## src/rtl/memory_dumper_if.sv

```systemverilog
// Bundles the dump control, RAM read port and output stream of memory_dumper.
interface memory_dumper_if #(
    parameter int WORD_SIZE     = 16,
    parameter int MEM_ADDR_SIZE = 8
);
    logic                     start_dump;
    logic [MEM_ADDR_SIZE-1:0] start_addr;
    logic [MEM_ADDR_SIZE-1:0] end_addr;
    logic [MEM_ADDR_SIZE-1:0] mem_addr;
    logic                     mem_read;
    logic [WORD_SIZE-1:0]     mem_read_data;
    logic [WORD_SIZE-1:0]     out_data;
    logic                     out_valid;
    logic                     out_ready;
    logic                     out_last;
    logic                     dump_busy;
    logic                     dump_complete;

    modport master (
        input  start_dump, start_addr, end_addr, mem_read_data, out_ready,
        output mem_addr, mem_read, out_data, out_valid, out_last, dump_busy, dump_complete
    );

    modport slave (
        output start_dump, start_addr, end_addr, mem_read_data, out_ready,
        input  mem_addr, mem_read, out_data, out_valid, out_last, dump_busy, dump_complete
    );
endinterface

```

## src/rtl/memory_dumper.sv

```systemverilog
// Streams RAM[start_addr..end_addr] out one word per READ/WAIT/SEND round.
// Define DUMP_CHECKSUM_EN to append an XOR checksum word to every dump.
module memory_dumper #(
    parameter int WORD_SIZE     = 16,
    parameter int MEM_ADDR_SIZE = 8
) (
    input  logic             clock,
    input  logic             reset,
    memory_dumper_if.master  bus
);
    typedef enum logic [2:0] {IDLE, READ, WAIT, SEND, DONE} state_t;

    state_t                   state, next_state;
    logic [MEM_ADDR_SIZE-1:0] counter, end_q;
    logic [WORD_SIZE-1:0]     data_q;
    logic                     last_q;
    logic                     at_end, empty_range;
    logic                     mem_read, out_valid, dump_busy, dump_complete;
`ifdef DUMP_CHECKSUM_EN
    logic [WORD_SIZE-1:0]     checksum;
    logic                     csum_phase;
`endif

    assign at_end      = (counter == end_q);
    assign empty_range = (bus.start_addr > bus.end_addr);

    always_ff @(posedge clock or posedge reset) begin
        if (reset) state <= IDLE;
        else       state <= next_state;
    end

    always_comb begin
        next_state    = state;
        mem_read      = 1'b0;
        out_valid     = 1'b0;
        dump_busy     = 1'b0;
        dump_complete = 1'b0;
        case (state)
            IDLE: begin
                if (bus.start_dump) begin
`ifdef DUMP_CHECKSUM_EN
                    next_state = empty_range ? SEND : READ;
`else
                    next_state = empty_range ? DONE : READ;
`endif
                end
            end
            READ: begin
                mem_read   = 1'b1;
                dump_busy  = 1'b1;
                next_state = WAIT;
            end
            WAIT: begin
                dump_busy  = 1'b1;
                next_state = SEND;
            end
            SEND: begin
                dump_busy = 1'b1;
                out_valid = 1'b1;
                if (bus.out_ready) begin
`ifdef DUMP_CHECKSUM_EN
                    // The checksum word is sent from SEND again right after the last data word.
                    if (csum_phase)  next_state = DONE;
                    else if (at_end) next_state = SEND;
                    else             next_state = READ;
`else
                    next_state = at_end ? DONE : READ;
`endif
                end
            end
            DONE: begin
                dump_complete = 1'b1;
                if (!bus.start_dump) next_state = IDLE;
            end
            default: next_state = IDLE;
        endcase
    end

    always_ff @(posedge clock or posedge reset) begin
        if (reset) begin
            counter    <= '0;
            end_q      <= '0;
            data_q     <= '0;
            last_q     <= 1'b0;
`ifdef DUMP_CHECKSUM_EN
            checksum   <= '0;
            csum_phase <= 1'b0;
`endif
        end else begin
            case (state)
                IDLE: if (bus.start_dump) begin
                    counter <= bus.start_addr;
                    end_q   <= bus.end_addr;
                    last_q  <= 1'b0;
`ifdef DUMP_CHECKSUM_EN
                    checksum   <= '0;
                    data_q     <= '0;
                    csum_phase <= empty_range;
                    last_q     <= empty_range;
`endif
                end
                WAIT: begin
                    data_q <= bus.mem_read_data;
`ifdef DUMP_CHECKSUM_EN
                    checksum <= checksum ^ bus.mem_read_data;
`else
                    last_q   <= at_end;
`endif
                end
                SEND: if (bus.out_ready) begin
`ifdef DUMP_CHECKSUM_EN
                    if (!csum_phase && at_end) begin
                        data_q     <= checksum;
                        last_q     <= 1'b1;
                        csum_phase <= 1'b1;
                    end else if (!csum_phase) begin
                        counter <= counter + MEM_ADDR_SIZE'(1);
                    end
`else
                    // Equality test precedes the increment, so end_addr at the top never wraps.
                    if (!at_end) counter <= counter + MEM_ADDR_SIZE'(1);
`endif
                end
                default: ;
            endcase
        end
    end

    assign bus.mem_addr      = counter;
    assign bus.mem_read      = mem_read;
    assign bus.out_data      = data_q;
    assign bus.out_valid     = out_valid;
    assign bus.out_last      = last_q & (state == SEND);
    assign bus.dump_busy     = dump_busy;
    assign bus.dump_complete = dump_complete;
endmodule

```

## src/flat_wrapper.sv

```systemverilog
// flat-port wrapper written by rule: the top's interface ports become plain ports
module memory_dumper_flat 
#(
    parameter int WORD_SIZE     = 16,
    parameter int MEM_ADDR_SIZE = 8
)
  (clock, reset, bus_start_dump, bus_start_addr, bus_end_addr, bus_mem_read_data, bus_out_ready, bus_mem_addr, bus_mem_read, bus_out_data, bus_out_valid, bus_out_last, bus_dump_busy, bus_dump_complete);
  memory_dumper_if #(.WORD_SIZE(WORD_SIZE), .MEM_ADDR_SIZE(MEM_ADDR_SIZE)) bus_i ();
  input  logic clock;
  input  logic reset;
  input wire logic [$bits(bus_i.start_dump)-1:0] bus_start_dump;
  input wire logic [$bits(bus_i.start_addr)-1:0] bus_start_addr;
  input wire logic [$bits(bus_i.end_addr)-1:0] bus_end_addr;
  input wire logic [$bits(bus_i.mem_read_data)-1:0] bus_mem_read_data;
  input wire logic [$bits(bus_i.out_ready)-1:0] bus_out_ready;
  output wire logic [$bits(bus_i.mem_addr)-1:0] bus_mem_addr;
  output wire logic [$bits(bus_i.mem_read)-1:0] bus_mem_read;
  output wire logic [$bits(bus_i.out_data)-1:0] bus_out_data;
  output wire logic [$bits(bus_i.out_valid)-1:0] bus_out_valid;
  output wire logic [$bits(bus_i.out_last)-1:0] bus_out_last;
  output wire logic [$bits(bus_i.dump_busy)-1:0] bus_dump_busy;
  output wire logic [$bits(bus_i.dump_complete)-1:0] bus_dump_complete;
  assign bus_i.start_dump = bus_start_dump;
  assign bus_i.start_addr = bus_start_addr;
  assign bus_i.end_addr = bus_end_addr;
  assign bus_i.mem_read_data = bus_mem_read_data;
  assign bus_i.out_ready = bus_out_ready;
  assign bus_mem_addr = bus_i.mem_addr;
  assign bus_mem_read = bus_i.mem_read;
  assign bus_out_data = bus_i.out_data;
  assign bus_out_valid = bus_i.out_valid;
  assign bus_out_last = bus_i.out_last;
  assign bus_dump_busy = bus_i.dump_busy;
  assign bus_dump_complete = bus_i.dump_complete;
  memory_dumper #(.WORD_SIZE(WORD_SIZE), .MEM_ADDR_SIZE(MEM_ADDR_SIZE)) u_core (.clock(clock), .reset(reset), .bus(bus_i));
endmodule
```

## config.mk

```make
export PLATFORM = sky130hd
export DESIGN_NAME = memory_dumper_flat
export DESIGN_NICKNAME = d
export VERILOG_FILES = /design/src/rtl/memory_dumper_if.sv /design/src/rtl/memory_dumper.sv /design/src/flat_wrapper.sv
export SDC_FILE = /design/constraint.sdc
export NUM_CORES = 1
export LEC_CHECK = 0
export CORE_ASPECT_RATIO = 2
export CORE_MARGIN = 5
export CORE_UTILIZATION = 41
export DETAILED_ROUTE_END_ITERATION = 8
export PLACE_DENSITY = 0.76
export SLEW_MARGIN = 40
export SYNTH_ARGS = -nofsm -noshare
export SYNTH_HDL_FRONTEND = slang
export SYNTH_SLANG_ARGS = --single-unit
```

## constraint.sdc

```tcl
create_clock -name clock -period 1.5 [get_ports clock]
set_input_delay 0.15 -clock clock [delete_from_list [all_inputs] [get_ports clock]]
set_output_delay 0.15 -clock clock [all_outputs]
set_load 0.1 [all_outputs]
```

==> flow_summary.json <==
{
  "boundaryPins": 65,
  "fmax_mhz": 577,
  "clk_pin_slew_ps": 80,
  "cts-hold-fix-buffers": 0,
  "grt_overflow": 0,
  "cp.arrival_ps": 1580,
  "nNetsFinal": 339,
  "min_path_type": "input port to async pin",
  "final_util_pct": 83.4,
  "synth_cell_types": 43,
  "reg2reg_slack_ps": -200,
  "ys_ff_latch": 36,
  "yosysMostFrequentCell": "dfrtp_1",
  "drc": 0,
  "setup_slack_ps": -232,
  "synthTopCellsByCount": "36 x dfrtp_1, 19 x nand2_1, 16 x mux2_2, 12 x o21ai_0, 11 x inv_1",
  "num_vias": 1975,
  "synth_top_area_share_pct": 47.0,
  "yosys-top-cells-area": "dfrtp_1 47%, mux2_2 9.4%, ha_1 5.9%, nand2_1 3.7%, xor2_1 3.7%",
  "final_cells": 350,
  "grt_pass1_wl_mm": 10.9,
  "dp.cells": 328,
  "root_buffer": "clkbuf_8",
  "tritoncts": "done",
  "via_per_inst": 5.64,
  "max-clock-path-buffers": 2,
  "synth_warnings": 0,
  "critPathMaxStageDelay_ps": 450,
  "rows": 35,
  "critical_path.startpoint_type": "register",
  "finalCriticalPeriod_ps": 1730,
  "clock_latency_ps": 300,
  "crit_type": "register to output port",
  "die_w_um": 58.3,
  "synth_enable_flop_cells": 0,
  "synth-async-reset-ratio_pct": 100,
  "status": "finished, violations left",
  "cp.required_ps": 1350,
  "setup-violations-final": 30,
  "fin_crit_sh_pct": 115,
  "portBuffers": 64,
  "grt_pass1_vias": 2238,
  "worst_pin_slew_ps": 356,
  "crit_fanout": 4,
  "path_cells": "nand2b_4, or2_4, inv_8, and2_4, buf_12",
  "crit_slowest_cell": "dfrtp_2",
  "htreeDepth": 2,
  "final_layout_size_suffix_gt1_share_pct": 55.9,
  "syn-num-nets": 227,
  "cp-end-kind": "output port",
  "cts_sinks": 36,
  "core_mm2": 0.00455,
  "grtUsageTotal_pct": 23.2,
  "violations": "setup timing",
  "wire_per_inst_um": 21.7,
  "numCtsBuffers": 5,
  "seq_area_frac_synth_pct": 47.0,
  "maxCapViolCount": 0,
  "setup_tns_ps": -3730,
  "post-synth-top-area-cell": "dfrtp_1",
  "syn2layout_area_growth_pct": 98.4,
  "slew_viol_final": 0,
  "grt_max_degree": 37,
  "cp_top_family": "simple AND/OR/NAND/NOR gates",
  "cp.buffers_inverters": 2,
  "drt_wl_total_mm": 7.59,
  "synthCells": 182,
  "gp_congestion": 0.823,
  "dieArea_mm2": 0.00622,
  "synth-main-ff-cell": "dfrtp_1",
  "syn_avg_cell_area_um2": 10.5,
  "diodes": 0,
  "antenna_left": 0,
  "max_slew_margin_pct": 76.1,
  "die_h_um": 107,
  "rsz0062_at_grt": "yes",
  "finalClockSkew_ps": 12.7,
  "syn_area_mm2": 0.00192,
  "antenna_found_initial": 0,
  "initial_core_util_pct": 42.1,
  "drtPass1Iterations": 4,
  "drt_iter0_drc": 71,
  "hold_viol": 0,
  "dp_hpwl_mm": 4.72
}
-- cell families after synthesis --
kind of cell	after synthesis	synth area share (%)
buffers and inverters	16	3.46
AND/OR/NAND/NOR	54	15.9
adder cells (fa/ha/maj)	9	5.88
AO/OA/AOI/OAI	42	14.2
multiplexers	17	9.93
flip-flops	36	47.0
XOR/XNOR	8	3.66
-- stage by stage --
step	hold slack, ps	worst slack [ps]	instance area [um2]
3_3_place_gp	509	-486	3230
2_1_floorplan	255	-344	2010
6_report	206	-232	3800
5_1_grt	231	-257	3800
4_1_cts	205	-168	3590
3_5_place_dp	524	-555	3230
-- worst min-delay path: stages --
cell	delay [ps]
clkdlybuf4s50_1	390
inv_1	90
buf_12	230
-- cell usage in the layout (no fill, tap or decap), drive strengths merged, types with 3 or more instances in the layout --
cell           count
clkbuf             9
nand4              3
ha                 9
mux2              16
clkdlybuf4s50     19
nand3              5
dlygate4sd2       14
dfrtp             36
nand2             20
inv               11
or2                3
a21oi             11
xor2               8
nor2              10
o21ai             12
buf               73
-- cell type report --
type	instances	area, um2
Tap cell	55	68.8
Timing Repair Buffer	110	1350
Clock inverter	1	7.51
Clock buffer	7	86.3
Inverter	11	48.8
Multi-Input combinational cell	130	1310
Fill cell	229	754
Sequential cell	36	931
-- registers in the layout (all words and copies together) (netlist names) --
| signal | cells |
|---|---|
| u_core.bus.mem_addr | 8 |
| u_core.end_q | 8 |
| u_core.bus.out_data | 16 |
| u_core.state | 3 |
| u_core.last_q | 1 |
-- path summary, 6_finish.rpt --
kind,end,start,cells past startpoint
worst max-delay path,bus_out_last,u_core.state[2],5
worst min-delay path,u_core.bus.mem_addr[4],reset,3
worst max register to register,u_core.bus.mem_addr[7],u_core.bus.mem_addr[7],5
worst min register to register,u_core.last_q,u_core.last_q,2
max in group asynchronous,u_core.bus.mem_addr[2],reset,3
min in group clock,u_core.end_q[1],bus_end_addr[1],3
-- layer usage --
metal,up-vias,part of all wire [%],track usage [%]
met5,-,0,0
met4,0,7.2,16.9
met3,34,6.5,5.06
li1,872,-,-
met1,962,30,21.7
met2,107,57,41.8
-- repair_timing --
item	4_1_cts	5_1_grt
buffers inserted	7	7
pin swaps	26	6
endpoints found under the setup margin	15	32
gates cloned	0	2
gates resized for setup	69	29
Power is not shown: default switching activity piles up to over one toggle a cycle in this logic, so the estimate is an artifact.
